### src/rtl/pc_pkg.sv
// Shared constants for the program-counter unit: next-pc source encoding and default vectors.
// Combinational helper only; no state and no flow control.
package pc_pkg;

  localparam logic [1:0] SEL_HOLD  = 2'd0;
  localparam logic [1:0] SEL_RET   = 2'd1;
  localparam logic [1:0] SEL_REDIR = 2'd2;
  localparam logic [1:0] SEL_SEQ   = 2'd3;

  localparam logic [31:0] DEFAULT_RESET_VECTOR = 32'h0000_0000;
  localparam logic [31:0] DEFAULT_TRAP_VECTOR  = 32'h0000_0080;

  // Fixed priority: stall > ret > redirect > sequential.
  function automatic logic [1:0] pc_sel(input logic stall, input logic ret,
                                        input logic redirect);
    if (stall)         return SEL_HOLD;
    else if (ret)      return SEL_RET;
    else if (redirect) return SEL_REDIR;
    else               return SEL_SEQ;
  endfunction

endpackage

### src/rtl/ras_stack.sv
// Circular return-address stack with push/pop/swap and sticky overflow/underflow flags.
// Updates on the falling clock edge; a push on a full stack overwrites the oldest entry.
module ras_stack #(
  parameter int W     = 32,
  parameter int DEPTH = 4
) (
  input  logic         clk,
  input  logic         rst,
  input  logic         push,
  input  logic         pop,
  input  logic         swap,
  input  logic [W-1:0] push_dat,
  output logic [W-1:0] top_dat,
  output logic         empty,
  output logic         full,
  output logic         ovf,
  output logic         unf
);

  localparam int PW = $clog2(DEPTH);
  localparam int CW = PW + 1;

  logic [W-1:0]  mem_q [DEPTH];
  logic [W-1:0]  mem_d [DEPTH];
  logic [PW-1:0] top_q, top_d;
  logic [CW-1:0] cnt_q, cnt_d;
  logic          ovf_q, ovf_d;
  logic          unf_q, unf_d;
  logic [PW-1:0] top_idx;

  // top_q is the next write slot, so the live top sits one below it.
  assign top_idx = top_q - PW'(1);
  assign top_dat = mem_q[top_idx];
  assign empty   = (cnt_q == '0);
  assign full    = (cnt_q == CW'(DEPTH));
  assign ovf     = ovf_q;
  assign unf     = unf_q;

  always_comb begin
    mem_d = mem_q;
    top_d = top_q;
    cnt_d = cnt_q;
    ovf_d = ovf_q;
    unf_d = unf_q;
    if (push) begin
      mem_d[top_q] = push_dat;
      top_d        = top_q + PW'(1);
      if (full) ovf_d = 1'b1;
      else      cnt_d = cnt_q + CW'(1);
    end else if (pop) begin
      if (empty) begin
        unf_d = 1'b1;
      end else begin
        top_d = top_idx;
        cnt_d = cnt_q - CW'(1);
      end
    end else if (swap) begin
      if (empty) unf_d = 1'b1;
      else       mem_d[top_idx] = push_dat;
    end
  end

  always_ff @(negedge clk) begin
    if (!rst) begin
      top_q <= '0;
      cnt_q <= '0;
      ovf_q <= 1'b0;
      unf_q <= 1'b0;
    end else begin
      top_q <= top_d;
      cnt_q <= cnt_d;
      ovf_q <= ovf_d;
      unf_q <= unf_d;
    end
  end

  // Entry contents need no reset: the count gates every read that matters.
  always_ff @(negedge clk) begin
    mem_q <= mem_d;
  end

endmodule

### src/rtl/pc_unit.sv
// Program counter with sequential/stall/redirect/call/return selection; pc updates one falling edge after inputs.
// No backpressure; stall holds all state. PC_MISALIGN_TRAP_EN adds misaligned-target trapping and a misalign flag.
module pc_unit
  import pc_pkg::*;
#(
  parameter int                ADDR_W       = 32,
  parameter int                INCR         = 4,
  parameter logic [ADDR_W-1:0] RESET_VECTOR = ADDR_W'(DEFAULT_RESET_VECTOR),
  parameter int                RAS_DEPTH    = 4,
  parameter logic [ADDR_W-1:0] TRAP_VECTOR  = ADDR_W'(DEFAULT_TRAP_VECTOR)
) (
  input  logic              clk,
  input  logic              rst,
  input  logic              stall,
  input  logic              redirect,
  input  logic [ADDR_W-1:0] redirect_target,
  input  logic              call,
  input  logic              ret,
  output logic [ADDR_W-1:0] pc,
  output logic [ADDR_W-1:0] pc_plus,
  output logic              ras_empty,
  output logic              ras_full,
  output logic              ras_ovf,
  output logic              ras_unf
`ifdef PC_MISALIGN_TRAP_EN
  ,
  output logic              misalign
`endif
);

  logic [ADDR_W-1:0] pc_q, pc_d;
  logic [ADDR_W-1:0] ras_top;
  logic [1:0]        sel;
  logic              ras_push, ras_pop, ras_swap;

  assign sel     = pc_sel(stall, ret, redirect);
  assign pc      = pc_q;
  assign pc_plus = pc_q + ADDR_W'(INCR);

`ifdef PC_MISALIGN_TRAP_EN
  localparam logic [ADDR_W-1:0] ALIGN_MASK = ADDR_W'(INCR - 1);
  logic misalign_q, misalign_d;
  logic load_chk;
  assign misalign = misalign_q;
`endif

  always_comb begin
    pc_d     = pc_q;
    ras_push = 1'b0;
    ras_pop  = 1'b0;
    ras_swap = 1'b0;
    case (sel)
      SEL_HOLD: pc_d = pc_q;
      SEL_RET: begin
        // ret with call is a coroutine swap: jump to top, leave the link in its place.
        ras_pop  = !call;
        ras_swap = call;
        pc_d     = ras_empty ? pc_plus : ras_top;
      end
      SEL_REDIR: begin
        ras_push = call;
        pc_d     = redirect_target;
      end
      default: pc_d = pc_plus;
    endcase
`ifdef PC_MISALIGN_TRAP_EN
    misalign_d = misalign_q;
    load_chk   = (sel == SEL_REDIR) || ((sel == SEL_RET) && !ras_empty);
    if (load_chk && |(pc_d & ALIGN_MASK)) begin
      pc_d       = TRAP_VECTOR;
      misalign_d = 1'b1;
    end
`endif
  end

  always_ff @(negedge clk) begin
    if (!rst) begin
      pc_q <= RESET_VECTOR;
    end else begin
      pc_q <= pc_d;
    end
  end

`ifdef PC_MISALIGN_TRAP_EN
  always_ff @(negedge clk) begin
    if (!rst) misalign_q <= 1'b0;
    else      misalign_q <= misalign_d;
  end
`endif

  ras_stack #(
    .W    (ADDR_W),
    .DEPTH(RAS_DEPTH)
  ) u_ras (
    .clk     (clk),
    .rst     (rst),
    .push    (ras_push),
    .pop     (ras_pop),
    .swap    (ras_swap),
    .push_dat(pc_plus),
    .top_dat (ras_top),
    .empty   (ras_empty),
    .full    (ras_full),
    .ovf     (ras_ovf),
    .unf     (ras_unf)
  );

endmodule

### config.mk
export PLATFORM = sky130hd
export DESIGN_NAME = pc_unit
export DESIGN_NICKNAME = d
export VERILOG_FILES = /design/src/rtl/pc_pkg.sv /design/src/rtl/ras_stack.sv /design/src/rtl/pc_unit.sv
export SDC_FILE = /design/constraint.sdc
export NUM_CORES = 1
export LEC_CHECK = 0
export BUFFER_PORTS_ARGS = -buffer_cell sky130_fd_sc_hd__buf_2
export CAP_MARGIN = 10
export CORE_MARGIN = 4
export CORE_UTILIZATION = 45
export CTS_BUF_LIST = sky130_fd_sc_hd__clkbuf_8 sky130_fd_sc_hd__clkbuf_16
export DETAILED_ROUTE_END_ITERATION = 10
export PLACE_DENSITY = 0.74
export SLEW_MARGIN = 0
export SYNTH_ARGS = -nofsm -noshare
export SYNTH_HDL_FRONTEND = slang
export SYNTH_SLANG_ARGS = --single-unit
### constraint.sdc
create_clock -name clk -period 4.55 [get_ports clk]
set_input_delay 0.2275 -clock clk [delete_from_list [all_inputs] [get_ports clk]]
set_output_delay 0.2275 -clock clk [all_outputs]
set_load 0.03 [all_outputs]
==> metrics.yaml <==
route:
  drtIter0Drc: 1345
  dr_wl_met3_um: 3880
  wl_met2_um: 14500
  wirelength_um: 31400
  ant_nets: 0
  wl_met1_um: 11000
  vias_per_cell: 6.15
  topRoutingLayerUsed: "met4"
  wl_per_cell_um: 23.5
  dr_total_vias: 8201
  route.detailed.drc: 0
  dr.pass1.iters: 6
critical_path:
  critPathArrivalTime_ns: 4.81
  worstPathCellList: "nand4_1, buf_4, or4_4, or4_4, xor2_4, inv_4, buf_6"
  worstPathMaxFanout: 3
  critPathTopFamily: "simple AND/OR/NAND/NOR gates"
  cpPeakStageDelay_ns: 0.51
  crit_path_end_kind: "primary output"
  worstSetupStartpointType: "flop"
  cp_common_cell: "or4_4"
  critPathSlowestCell: "or4_4"
  r2r_slack_ns: -0.36
  critPathKind: "flop to primary output"
  crit_buf_inv: 3
  required_ns: 4.32
synthesis:
  ys_seq_elements: 167
  synth_top_area_share: 0.466
  syn_area_per_cell_um2: 11.8
  synth_cells: 701
  synth_warnings: 0
  synth_area_leaders: "edfxtp_1, dfxtp_1, mux4_2"
  synthArstFlopShare: 0
  synth_largest_area_cell: "edfxtp_1"
  yosysMostFrequentCell: "nor2_1"
  synth_nets: 745
  synth-main-ff-cell: "edfxtp_1"
  ys_seq_area_frac: 0.561
  yosys.cell_types.count: 59
  synth_commonest_cells: "nor2_1, edfxtp_1, clkbuf_1, dfxtp_1, inv_1"
  synth-edff-count: 128
  netlist_area_mm2: 0.00824
placed_design:
  dpl_cell_area_mm2: 0.00963
  io_buffer_count: 105
  gp_congestion: 0.914
  dp_hpwl_um: 16500
  dp_slack_ns: 0.0680
  placed_cells: 1062
sta:
  worstMarginPinSlew_ns: 0.824
  skew_ns: 0.0531
  fin_ws_ns: -0.485
  holdWs_ns: 0.493
  finalSetupViolCount: 21
  slew_headroom: 0.448
  slew_viol_final: 0
  setup_tns_ns: -5.54
  hold_viol_final: 0
  rsz0062_at_grt: "true"
floorplanning:
  dieArea_mm2: 0.0205
  placement_rows: 49
  initial_utilization: 0.459
  io_pins: 106
  die_w_um: 143
  core_mm2: 0.0180
  die_h_um: 143
grt:
  grt_pass1_wl_um: 42900
  grt_max_degree: 35
  grt_overflow_total: 0
  track_usage: 0.277
  antenna_found_initial: 0
  grt_pass1_vias: 7914
clocking:
  root_buffer: "clkbuf_16"
  cts_tree: "yes"
  clk_pin_slew_ns: 0.06
  clkSinkCount: 167
  clockBufferDepth: 2
  htree_levels: 4
  worst_skew_pair.late_latency_ns: 0.51
  cts_made_buffers: 17
power:
  power.density_mw_per_mm2: 429
  ir_worst_vdd_mv: 0.259
  p_total_mw: 5.19
  p_leak_nw: 5.58
final_layout:
  utilization: 0.675
  final_area_mm2: 0.0121
  fin_cells: 1333
  layout-drive-gt1-share: 0.388
  layout.nets: 1134
  syn_to_final_growth_pct: 47.1
outcome:
  violations: "negative setup slack"
  run_status: "finished, violations left"
min_path:
  hold_class: "flop to flop"
job:
  max_cap_viol_count: 0
==> routing by layer <==
metal,vias up,global-route usage
li1,3379,-
met1,3872,0.342
met2,782,0.430
met3,168,0.0948
met4,0,0.156
met5,-,0
==> power by group <==
part	internal [mW]	total, mW	switching (mW)
Clock	1.09	2.24	1.14
Combinational	0.436	1.17	0.730
Sequential	1.73	1.79	0.0577
==> worst reg2reg max path, delay by kind of cell, from the launching register on <==
kind / cells / cell delay, ns
buf+inv: 28 / 3.54
flops: 1 / 0.38
compound gates: 2 / 0.24
simple gates: 3 / 0.56
fa+ha+maj: 1 / 0.14
==> final cells by class <==
type	instances	area, um2
inverter	36	138
sequential	167	4660
multi-input combinational	443	3840
timing repair buffer	258	1920
clock inverter	182	853
antenna	1	2.50
tap	229	287
fill	1117	5840
clock buffer	17	425
==> repair_timing <==
action	CTS	global route
endpoints found under the hold margin	0	0
endpoints found under the setup margin	21	25
hold buffers	0	0
setup buffers	45	29
gates resized for setup	77	88
pin swaps	13	28
==> flip-flops by register name, indices dropped and copies added (netlist names) <==
signal       cells
u_ras.cnt_q      3
u_ras.mem_q    128
u_ras.unf        1
pc              32
u_ras.top_q      2
u_ras.ovf        1
==> placed cells by master, fill, tap and decap left out, drive strengths merged, types with 5 or more instances in the layout <==
master	Yosys	final
dfxtp	39	39
nand2	17	17
a21o	7	7
o211a	13	13
a221o	8	8
mux2i	5	5
a21oi	18	18
xor2	14	14
nor4	6	6
clkinv	1	7
inv	36	207
nand3	15	15
nor2b	17	17
buf	13	258
clkbuf	41	17
xnor2	16	16
nor3	6	6
ha	5	5
nor2	145	145
and3	5	5
a221oi	21	21
edfxtp	128	128
o21ai	28	28
and4	5	5
mux4	32	32
and2	7	7
nand4	11	11
==> worst paths after layout <==
path | endpoint | cells past startpoint | start
worst min-delay path | u_ras.ovf | 2 | u_ras.ovf
worst min register to register | u_ras.ovf | 2 | u_ras.ovf
worst max-delay path | pc_plus[27] | 7 | pc[5]
worst max register to register | pc[30] | 34 | pc[2]
==> cell families after synthesis <==
family | Yosys count | synth area share
simple gates | 246 | 0.145
flops | 167 | 0.561
compound gates | 124 | 0.114
buf+inv | 91 | 0.0437
mux | 37 | 0.0935
xor+xnor | 30 | 0.0328
fa+ha+maj | 6 | 0.0100
(Power assumes the default switching activity.)
